## src/rtl/id_stage_pipe.sv

```systemverilog
// id_stage_pipe: instruction decode stage with an internal register file,
// WB write-through bypass, load-use bubble insertion and a registered
// ID/EX slot.
//
// Handshakes: a beat moves across an interface on a rising edge when both
// valid and ready are high in the cycle before it. in_ready never depends
// on in_valid except through the hazard term; out_valid never drops
// without a transfer unless flush squashes the slot. flush beats all else:
// the slot empties and any incoming beat that cycle is taken and dropped.
module id_stage_pipe #(
   parameter int          DATA_W    = 16,
   parameter int          NREG      = 16,
   parameter bit          R0_ZERO   = 1'b1,
   parameter int          PC_W      = 16,
   parameter logic [3:0]  LOAD_OPC  = 4'hA,
   parameter logic [15:0] IMM8_MASK = 16'h0000
) (
   input  logic              clk,
   input  logic              rst,
   input  logic              in_valid,
   output logic              in_ready,
   input  logic [15:0]       in_instr,
   input  logic [PC_W-1:0]   in_pc,
   input  logic              flush,
   input  logic              wb_reg_write,
   input  logic [3:0]        wb_rd,
   input  logic [DATA_W-1:0] wb_rd_data,
   output logic              out_valid,
   input  logic              out_ready,
   output logic [3:0]        out_opcode,
   output logic [3:0]        out_rd,
   output logic [3:0]        out_rs1,
   output logic [3:0]        out_rs2,
   output logic [DATA_W-1:0] out_rs1_data,
   output logic [DATA_W-1:0] out_rs2_data,
   output logic [DATA_W-1:0] out_imm,
   output logic [PC_W-1:0]   out_pc,
   output logic              hazard_stall
);

   localparam logic [4:0] NREG_L = 5'(NREG);

   logic [DATA_W-1:0] r_regs [NREG];

   logic              r_out_valid;
   logic [3:0]        r_opcode;
   logic [3:0]        r_rd;
   logic [3:0]        r_rs1;
   logic [3:0]        r_rs2;
   logic [DATA_W-1:0] r_rs1_data;
   logic [DATA_W-1:0] r_rs2_data;
   logic [DATA_W-1:0] r_imm;
   logic [PC_W-1:0]   r_pc;

   logic              w_wb_eff;
   logic              w_slot_free;
   logic              w_hazard;
   logic              w_accept;
   logic [DATA_W-1:0] w_rs1_val;
   logic [DATA_W-1:0] w_rs2_val;
   logic [DATA_W-1:0] w_imm;

   // A WB write only counts if it targets an implemented, writable register
   assign w_wb_eff = wb_reg_write && ({1'b0, wb_rd} < NREG_L) &&
                     !(R0_ZERO && (wb_rd == 4'd0));

   assign w_slot_free = !r_out_valid || out_ready;

   // Load in the slot whose destination feeds either source of the incoming beat
   assign w_hazard = in_valid && r_out_valid && (r_opcode == LOAD_OPC) &&
                     !(R0_ZERO && (r_rd == 4'd0)) &&
                     ((r_rd == in_instr[7:4]) || (r_rd == in_instr[3:0]));

   assign in_ready     = flush || (w_slot_free && !w_hazard);
   assign hazard_stall = in_valid && w_hazard && w_slot_free && !flush;
   assign w_accept     = in_valid && in_ready;

   assign w_imm = IMM8_MASK[in_instr[15:12]] ? DATA_W'($signed(in_instr[7:0]))
                                             : DATA_W'($signed(in_instr[3:0]));

   // Operand read: unimplemented indices give 0, same-cycle WB write wins
   always_comb begin
      w_rs1_val = '0;
      w_rs2_val = '0;
      for (int k = 0; k < NREG; k++) begin
         if (in_instr[7:4] == 4'(k)) w_rs1_val = r_regs[k];
         if (in_instr[3:0] == 4'(k)) w_rs2_val = r_regs[k];
      end
      if (w_wb_eff && (wb_rd == in_instr[7:4])) w_rs1_val = wb_rd_data;
      if (w_wb_eff && (wb_rd == in_instr[3:0])) w_rs2_val = wb_rd_data;
   end

   // Register file write port
   always_ff @(posedge clk or posedge rst) begin
      if (rst) begin
         for (int k = 0; k < NREG; k++) r_regs[k] <= '0;
      end else if (w_wb_eff) begin
         for (int k = 0; k < NREG; k++) begin
            if (wb_rd == 4'(k)) r_regs[k] <= wb_rd_data;
         end
      end
   end

   // ID/EX slot: flush, then load, then drain, else hold with operand refresh
   always_ff @(posedge clk or posedge rst) begin
      if (rst) begin
         r_out_valid <= 1'b0;
         r_opcode    <= '0;
         r_rd        <= '0;
         r_rs1       <= '0;
         r_rs2       <= '0;
         r_rs1_data  <= '0;
         r_rs2_data  <= '0;
         r_imm       <= '0;
         r_pc        <= '0;
      end else if (flush) begin
         r_out_valid <= 1'b0;
      end else if (w_accept) begin
         r_out_valid <= 1'b1;
         r_opcode    <= in_instr[15:12];
         r_rd        <= in_instr[11:8];
         r_rs1       <= in_instr[7:4];
         r_rs2       <= in_instr[3:0];
         r_rs1_data  <= w_rs1_val;
         r_rs2_data  <= w_rs2_val;
         r_imm       <= w_imm;
         r_pc        <= in_pc;
      end else if (w_slot_free) begin
         r_out_valid <= 1'b0;
      end else begin
         if (w_wb_eff && (wb_rd == r_rs1)) r_rs1_data <= wb_rd_data;
         if (w_wb_eff && (wb_rd == r_rs2)) r_rs2_data <= wb_rd_data;
      end
   end

   assign out_valid    = r_out_valid;
   assign out_opcode   = r_opcode;
   assign out_rd       = r_rd;
   assign out_rs1      = r_rs1;
   assign out_rs2      = r_rs2;
   assign out_rs1_data = r_rs1_data;
   assign out_rs2_data = r_rs2_data;
   assign out_imm      = r_imm;
   assign out_pc       = r_pc;

endmodule

```

## config.mk

```make
export PLATFORM = sky130hd
export DESIGN_NAME = id_stage_pipe
export DESIGN_NICKNAME = d
export VERILOG_FILES = /design/src/rtl/id_stage_pipe.sv
export SDC_FILE = /design/constraint.sdc
export NUM_CORES = 1
export LEC_CHECK = 0
export CAP_MARGIN = 40
export CORE_UTILIZATION = 30
export DETAILED_ROUTE_END_ITERATION = 7
export PLACE_DENSITY = 0.59
export SYNTH_ARGS = -nofsm -noshare
export SYNTH_HDL_FRONTEND = slang
export SYNTH_SLANG_ARGS = --single-unit
```

## constraint.sdc

```tcl
create_clock -name clk -period 18.9 [get_ports clk]
set_input_delay 4.725 -clock clk [delete_from_list [all_inputs] [get_ports clk]]
set_output_delay 4.725 -clock clk [all_outputs]
set_load 0.01 [all_outputs]
```

==> results.sh, run 1 <==
export IMPL_finalWirelength_um=58300
export IMPL_fin_nets=1622
export IMPL_r2r_slack_ps=15790
export IMPL_synth_seq_cells=321
export IMPL_cts_sinks=321
export IMPL_track_usage=0.195
export IMPL_final_cells=2354
export IMPL_antenna_found_initial=1
export IMPL_ys_types=73
export IMPL_core_sq_um=57800
export IMPL_slew_headroom=0.298
export IMPL_syn_to_final_growth_pct=17.7
export IMPL_hpwl_um=38700
export IMPL_synthMuxAreaShare=0.290
export IMPL_ys_seq_area_frac=0.457
export IMPL_worstHoldEndpoint="r_regs[243]"
export IMPL_crit_path_frequent_cell="clkdlybuf4s50_1"
export IMPL_die_h_um=244
export IMPL_cts_tree="yes"
export IMPL_synth_largest_area_cell="dfrtp_1"
export IMPL_final_hold_violation_count=0
export IMPL_async_flop_share=1.00
export IMPL_cp_slowest_cell="nor4_1"
export IMPL_grt_overflow=0
export IMPL_yosysWarningCount=0
export IMPL_cp_cell_sequence="clkdlybuf4s50_1, buf_4, xor2_1, nor4_1, o21ai_0, nor2_1, clkdlybuf4s50_1"
export IMPL_dpl_worst_slack_ps=6780
export IMPL_placed_cells=2290
export IMPL_htree_num_levels=2
export IMPL_vias_per_cell=5.65
export IMPL_synth_cells=1503
export IMPL_synthFlopType="dfrtp_1"
export IMPL_postCtsResizedCells=0
export IMPL_vdd_drop_max_mv=0.0554
export IMPL_antenna_left=0
export IMPL_dr_pass1_iters=6
export IMPL_cts_root_buf="clkbuf_16"
export IMPL_yosysMostFrequentCell="dfrtp_1"
export IMPL_clk_pin_slew_ps=60
export IMPL_hold_path_depth=0
export IMPL_status="finished clean"
export IMPL_worstPathRequired_ps=14180
export IMPL_clockBufferDepth=3
export IMPL_cp_top_family="buffers and inverters"
export IMPL_vias=13300
export IMPL_placed_area_sq_um=19500
export IMPL_die_width_um=244
export IMPL_worstRegToRegCells=6
export IMPL_synth_top_family_by_area="multiplexers"
export IMPL_grt_pass1_wl_um=88300
export IMPL_synthXorXnorAreaFrac=0.0120
export IMPL_grt_max_degree=184
export IMPL_drtIter0Drc=1373
export IMPL_worstMarginPinSlew_ps=1050
export IMPL_drc=0
export IMPL_synth_adder_area_share=0
export IMPL_synth_edf_count=0
export IMPL_wl_per_cell_um=24.8
export IMPL_fin_crit_sh=0.642
export IMPL_cts_made_buffers=37
export IMPL_synth_common_cells="dfrtp_1 (321), mux2_2 (283), clkbuf_1 (81), o21ai_0 (79), nand2_1 (75)"
export IMPL_cp_end_kind="primary output"
export IMPL_synth_top_area_frac=0.457
export IMPL_synthTopCellsByArea="dfrtp_1 (46%), mux2_2 (18%), mux4_2 (6.8%)"
export IMPL_fin_crit_ps=12140
export IMPL_ctsHoldBuffers=0
export IMPL_finClkSkew_ps=19.9
export IMPL_critPathMaxStageDelay_ps=610
export IMPL_maxCapViolCount=0
export IMPL_worstPathArrival_ps=7410
export IMPL_worstPathMaxFanout=28
export IMPL_path_class="primary input to primary output"
export IMPL_p_leak_uw=0.00844
export IMPL_fmaxAchievable_mhz=82.4
export IMPL_design_area_sq_um=20700
export IMPL_synthSimpleGateAreaFrac=0.0805
export IMPL_io_buffers=140
export IMPL_startpoint_type="primary input"
export IMPL_p_per_area_nw_per_um2=105
export IMPL_setup_ws_ps=6760
export IMPL_placementRows=88
export IMPL_initial_core_util=0.304
export IMPL_min_from="r_regs[243]"
export IMPL_cts_setup_buffers=0
export IMPL_grt_pass1_vias=13800
export IMPL_avgSynthCellArea_sq_um=11.7
export IMPL_worstReg2RegStart="out_rd[1]"
export IMPL_insertion_delay_ps=540
export IMPL_maxSlewViolCount=0
export IMPL_r2r_end="out_rs2_data[8]"
export IMPL_drive_gt1_frac=0.292
export IMPL_min_path_type="flip-flop to flip-flop"
export IMPL_globalplace_congestion=0.903
export IMPL_dieArea_sq_um=59500
export IMPL_setup_tns_ps=0
export IMPL_worst_path_buf_inv=3
export IMPL_syn_area_sq_um=17600
export IMPL_syn_nets=1561
export IMPL_boundaryPins=141
export IMPL_finalSetupViolCount=0
export IMPL_rsz0062_at_grt="no"
export IMPL_synth_compound_area_frac=0.109
==> kinds of logic after synthesis <==
| logic type | Yosys count |
|---|---|
| flip-flops | 321 |
| AO/OA/AOI/OAI | 287 |
| AND/OR/NAND/NOR | 283 |
| XOR/XNOR | 24 |
| multiplexers | 406 |
| buffers and inverters | 182 |
==> flip-flops by register name, indices dropped and copies added (netlist names) <==
signal,cells
out_imm,1
out_rs1_data,16
out_rs2_data,16
out_valid,1
out_rs1,4
out_pc,16
out_rs2,3
r_regs,256
out_rd,4
out_opcode,4
==> worst max-delay path by stage <==
stage | start | end | slack [ps] | cells past startpoint
5_1_grt | in_instr[7] | hazard_stall | 6660 | 7
3_3_place_gp | in_instr[7] | hazard_stall | 6810 | 7
3_5_place_dp | in_instr[7] | hazard_stall | 6780 | 7
4_1_cts | in_instr[7] | hazard_stall | 6760 | 7
6_report | in_instr[7] | hazard_stall | 6760 | 7
2_1_floorplan | rst | out_imm[14] | 5290 | 1
==> layout by cell type, fill, tap and decap left out, types with 38 or more instances in the layout <==
cell type and n:
dfrtp_1 321, mux2_2 283, clkdlybuf4s50_1 134, o21ai_0 79, nand2_1 75, mux2i_1 69, nor2_1 64, mux4_2 53
buf_4 42, a21oi_1 41, clkbuf_16 38
==> per-layer routing <==
| metal | GRT usage | routed length [um] | vias to the layer above |
|---|---|---|---|
| met1 | 0.256 | 24300 | 6891 |
| met4 | 0.0814 | 2370 | 2 |
| met5 | 0 | 12 | - |
| li1 | - | - | 5679 |
| met3 | 0.0320 | 4080 | 130 |
| met2 | 0.318 | 27600 | 588 |
==> where the power goes <==
group          internal [uW]  switching (uW)  total (uW)  leakage, uW
combinational            284             235         519      0.00391
sequential               836             116         952      0.00395
clock                    417             292         709     0.000584
total                   1540             643        2180      0.00844
==> stage by stage <==
| stage | power (uW) | utilization | hold slack, ps |
|---|---|---|---|
| 2_1_floorplan | 1280 | - | 438 |
| 3_3_place_gp | 1460 | 0.335 | 378 |
| 3_5_place_dp | 1480 | 0.337 | 387 |
| 4_1_cts | 2190 | 0.358 | 401 |
| 5_1_grt | 2280 | 0.358 | 409 |
| 6_report | 2180 | 0.358 | 396 |
==> layout make-up <==
| cell class | count | area, sq um |
|---|---|---|
| flip-flops and latches | 321 | 8030 |
| fillers | 5659 | 37100 |
| repair buffers | 185 | 1760 |
| clock inverters | 7 | 71.3 |
| inverters | 19 | 78.8 |
| well taps | 765 | 957 |
| diodes | 1 | 2.50 |
| multi-input cells | 1000 | 8660 |
| clock buffers | 56 | 1110 |
(Power assumes the default switching activity.)
==> inputs of run 2 (changes only) <==
clock period = 12.2 ns   (was 18.9 ns; I/O delays follow)
==> run 2 against run 1 <==
Critical path depth unchanged. Clock skew is 4.9 ps higher. Clock power rose by 69%. Via count down 0.17%. Cell count up 0.38%. Sequential share of layout area shrank 0.40 points. Design area increased by 1.0%. Flip-flop and latch count did not move. Wire length is 0.53% higher. Combinational power is 56% higher. Non-clock buffer count increased by 4. Largest power group unchanged.
==> results.sh, run 2 (same netlist as run 1, synthesis figures left out) <==
export IMPL_status="finished clean"
export IMPL_finClkSkew_ps=24.8
export IMPL_rsz0062_at_grt="no"
export IMPL_antennaDiodeCount=0
export IMPL_ctsHoldBuffers=0
export IMPL_layout_common_cells="dfrtp_1 (321), mux2_2 (283), clkdlybuf4s50_1 (134), o21ai_0 (79), nand2_1 (75)"
export IMPL_worstPathRequired_ps=9150
export IMPL_grt_use_met2=0.314
export IMPL_largest_reg_flops=256
export IMPL_use_met1=0.259
export IMPL_grt_pass1_vias=13700
export IMPL_worstPathArrival_ps=5720
export IMPL_cts_made_buffers=38
export IMPL_p_int_uw=2470
export IMPL_boundaryPins=141
export IMPL_seq_power_share=0.423
export IMPL_fin_crit_sh=0.719
export IMPL_io_buffers=140
export IMPL_pwr_share_comb=0.232
export IMPL_clk_pin_slew_ps=60
export IMPL_htree_num_levels=2
export IMPL_fill_cells=5673
export IMPL_grt_pass1_wl_um=88500
export IMPL_whs_ps=395
export IMPL_drtIter0Drc=1378
export IMPL_fin_nets=1627
export IMPL_setup_tns_ps=0
export IMPL_largest_register="r_regs"
export IMPL_antenna_found_initial=0
export IMPL_dpl_worst_slack_ps=3370
export IMPL_path_class="primary input to primary output"
export IMPL_placementRows=88
export IMPL_placed_area_sq_um=19600
export IMPL_grt_util_met3=0.0315
export IMPL_cts_root_buf="clkbuf_16"
export IMPL_design_area_sq_um=20900
export IMPL_die_h_um=244
export IMPL_cts_sinks=321
export IMPL_top_usage_layer="met2"
export IMPL_wl_per_cell_um=24.8
export IMPL_p_per_area_nw_per_um2=167
export IMPL_finalSetupViolCount=0
export IMPL_fin_total_pwr_uw=3490
export IMPL_antenna_left=0
export IMPL_syn_to_final_growth_pct=18.9
export IMPL_grt_max_degree=83
export IMPL_finalWirelength_um=58600
export IMPL_maxSlewViolCount=0
export IMPL_maxCapViolCount=0
export IMPL_cts_setup_buffers=0
export IMPL_drive_gt1_frac=0.298
export IMPL_power_clock_fraction=0.345
export IMPL_insertion_delay_ps=550
export IMPL_grt_overflow=0
export IMPL_hpwl_um=38900
export IMPL_clockBufferDepth=3
export IMPL_drc=0
export IMPL_globalplace_congestion=0.919
export IMPL_setup_ws_ps=3430
export IMPL_vias=13300
export IMPL_die_width_um=244
export IMPL_fin_crit_ps=8770
export IMPL_cp_end_kind="primary output"
export IMPL_vdd_drop_max_mv=0.0860
export IMPL_p_leak_uw=0.00855
export IMPL_dieArea_sq_um=59500
export IMPL_min_path_type="flip-flop to flip-flop"
export IMPL_worstMarginPinSlew_ps=971
export IMPL_slew_headroom=0.348
export IMPL_worstPathMaxFanout=28
export IMPL_fmaxAchievable_mhz=114
export IMPL_p_switching_uw=1010
export IMPL_dr_pass1_iters=6
export IMPL_swShare=0.290
export IMPL_track_usage=0.195
export IMPL_cts_tree="yes"
export IMPL_final_hold_violation_count=0
export IMPL_layout_commonest_cell="dfrtp_1"
export IMPL_startpoint_type="primary input"
export IMPL_core_sq_um=57800
export IMPL_initial_core_util=0.304
export IMPL_postCtsResizedCells=0
export IMPL_vias_per_cell=5.61
run 2: cell count changes in the layout (fill, tap and decap cells not counted):
cell | before | now
clkbuf_8 | 9 | 18
clkbuf_1 | 9 | 5
buf_16 | 0 | 2
buf_4 | 42 | 44
clkinv_2 | 5 | 3
buf_12 | 1 | 0
bufinv_16 | 1 | 2
clkbuf_16 | 38 | 39
clkdlybuf4s15_2 | 0 | 1
clkinv_8 | 1 | 0
diode_2 | 1 | 0
inv_6 | 0 | 1
inv_8 | 1 | 2
run 2: cell type report:
type	count	area (sq um)	share of cell area
Clock buffer	62	1240	0.0595
Clock inverter	7	95.1	0.00455
Inverter	19	78.8	0.00377
Multi-Input combinational cell	1000	8660	0.415
Sequential cell	321	8030	0.385
Tap cell	765	957	0.0458
Timing Repair Buffer	189	1820	0.0873
run 2: stage by stage:
step	utilization	cells
after floorplan	-	1503
after global routing	0.361	2363
final	0.361	2363
after detailed placement	0.338	2294
after global placement	0.335	2282
after CTS	0.361	2363
run 2: worst paths after layout:
check | from | endpoint | slack, ps | depth (start not counted)
max | in_instr[7] | hazard_stall | 3430 | 7
min | r_regs[241] | r_regs[241] | 390 | 0
max reg2reg | out_rd[2] | out_rs2_data[8] | 8970 | 6
min reg2reg | r_regs[241] | r_regs[241] | 390 | 0
max in group asynchronous | rst | r_regs[35] | 6990 | 5
min in group asynchronous | rst | out_rs1[0] | 2960 | 2
run 2: power groups by stage:
stage | Sequential, uW | Combinational (uW) | Clock (uW)
2_1_floorplan | 1450 | 523 | 0
3_3_place_gp | 1470 | 789 | 0
3_5_place_dp | 1490 | 807 | 0
4_1_cts | 1470 | 812 | 1230
5_1_grt | 1500 | 867 | 1270
6_report | 1480 | 808 | 1200
run 2: per-layer routing:
metal | up-vias | routed length (um)
li1 | 5683 | -
met3 | 134 | 3670
met4 | 0 | 2580
met1 | 6895 | 24800
met5 | - | 0
met2 | 556 | 27500
run 2: worst max-delay path: stages:
cell and delay (ps):
clkdlybuf4s50_1 460, buf_4 350, xor2_1 120, nor4_1 640, o21ai_0 340, nor2_1 190, clkdlybuf4s50_1 550
==> inputs of run 3 (changes only) <==
clock period = 8.6 ns   (was 12.2 ns; I/O delays follow)
==> run 3 against run 2 <==
Flip-flop and latch count unchanged. Total power up 35%. Sequential power up 42%. Design area down 1.3%.
==> results.sh, run 3 (same netlist as run 1, synthesis figures left out) <==
export IMPL_p_per_area_nw_per_um2=229
export IMPL_layout_common_cells="dfrtp_1 (321), mux2_2 (283), clkdlybuf4s50_1 (134), o21ai_0 (79), nand2_1 (75)"
export IMPL_globalplace_congestion=0.885
export IMPL_core_sq_um=57800
export IMPL_clockBufferDepth=3
export IMPL_rsz0062_at_grt="no"
export IMPL_maxCapViolCount=0
export IMPL_slew_headroom=0.292
export IMPL_die_width_um=244
export IMPL_cts_tree="yes"
export IMPL_hpwl_um=38600
export IMPL_worstPathArrival_ps=4550
export IMPL_wl_per_cell_um=25.6
export IMPL_track_usage=0.202
export IMPL_finalSetupViolCount=0
export IMPL_fill_cells=5636
export IMPL_cts_setup_buffers=0
export IMPL_initial_core_util=0.304
export IMPL_status="finished clean"
export IMPL_worstPathRequired_ps=6450
export IMPL_maxSlewViolCount=0
export IMPL_insertion_delay_ps=540
export IMPL_antenna_left=0
export IMPL_path_class="primary input to primary output"
export IMPL_fmaxAchievable_mhz=149
export IMPL_setup_tns_ps=0
export IMPL_grt_pass1_vias=13700
export IMPL_vias=13500
export IMPL_drive_gt1_frac=0.291
export IMPL_final_hold_violation_count=0
export IMPL_boundaryPins=141
export IMPL_htree_num_levels=2
export IMPL_layout_commonest_cell="dfrtp_1"
export IMPL_drtIter0Drc=1465
export IMPL_antennaDiodeCount=0
export IMPL_grt_max_degree=185
export IMPL_p_leak_uw=0.00840
export IMPL_drc=0
export IMPL_fin_crit_sh=0.779
export IMPL_startpoint_type="primary input"
export IMPL_clk_pin_slew_ps=50
export IMPL_grt_pass1_wl_um=90700
export IMPL_min_path_type="flip-flop to flip-flop"
export IMPL_largest_register="r_regs"
export IMPL_die_h_um=244
export IMPL_vdd_drop_max_mv=0.132
export IMPL_vias_per_cell=5.72
export IMPL_cts_sinks=321
export IMPL_cp_end_kind="primary output"
export IMPL_dieArea_sq_um=59500
export IMPL_cts_root_buf="clkbuf_16"
export IMPL_worstPathMaxFanout=42
export IMPL_finClkSkew_ps=13.1
export IMPL_fin_crit_ps=6700
export IMPL_cts_made_buffers=35
export IMPL_syn_to_final_growth_pct=17.4
export IMPL_largest_reg_flops=256
export IMPL_final_util=0.357
export IMPL_placementRows=88
export IMPL_antenna_found_initial=2
export IMPL_fin_nets=1622
export IMPL_postCtsResizedCells=0
export IMPL_ctsHoldBuffers=0
export IMPL_io_buffers=140
export IMPL_dr_pass1_iters=6
export IMPL_worstMarginPinSlew_ps=1060
export IMPL_finalWirelength_um=60300
export IMPL_grt_overflow=0
-- run 3: path summary, 6_finish.rpt --
check                             from         endpoint  slack (ps)  cells past startpoint
setup / recovery           in_instr[1]     hazard_stall        1900                      6
hold / removal             r_regs[254]      r_regs[254]         390                      0
setup reg to reg             out_rd[2]  out_rs2_data[8]        5420                      6
hold reg to reg            r_regs[254]      r_regs[254]         390                      0
max in group asynchronous          rst      r_regs[247]        5030                      3
min in group asynchronous          rst        out_rd[1]        2100                      2
-- run 3: area by class of cell --
class / count / area (sq um) / share of cell area
timing repair buffer: 187 / 1790 / 0.0870
clock buffer: 54 / 1020 / 0.0495
sequential: 321 / 8030 / 0.390
clock inverter: 8 / 67.6 / 0.00328
tap: 765 / 957 / 0.0464
multi-input combinational: 1000 / 8670 / 0.421
inverter: 19 / 75.1 / 0.00364
-- run 3: layer usage --
metal  vias to the layer above  wire length, um  GRT usage
met1                      6997            25500      0.272
met5                         -               17          0
met4                         2             2270     0.0750
li1                       5675                -          -
met3                       139             5050     0.0447
met2                       645            27500      0.316
-- run 3: per-stage QoR --
step | hold slack, ps | power (uW) | instance area (sq um) | worst slack, ps | instances
6_report | 395 | 4720 | 20600 | 1900 | 2354
3_5_place_dp | 384 | 3260 | 19500 | 1850 | 2292
5_1_grt | 408 | 4950 | 20600 | 1760 | 2354
2_1_floorplan | 438 | 2800 | 17600 | 2170 | 1503
3_3_place_gp | 374 | 3210 | 19400 | 1790 | 2282
4_1_cts | 397 | 4750 | 20600 | 1850 | 2354
-- run 3: critical path, stage by stage --
cell and delay, ps:
buf_4 490, xor2_1 140, nor4_1 700, o21ai_0 320, nor2_1 180, clkdlybuf4s50_1 550
-- run 3: power breakdown --
group	internal (uW)	switching, uW	total [uW]
combinational	625	519	1140
clock	847	633	1480
sequential	1840	263	2100
total	3310	1420	4720
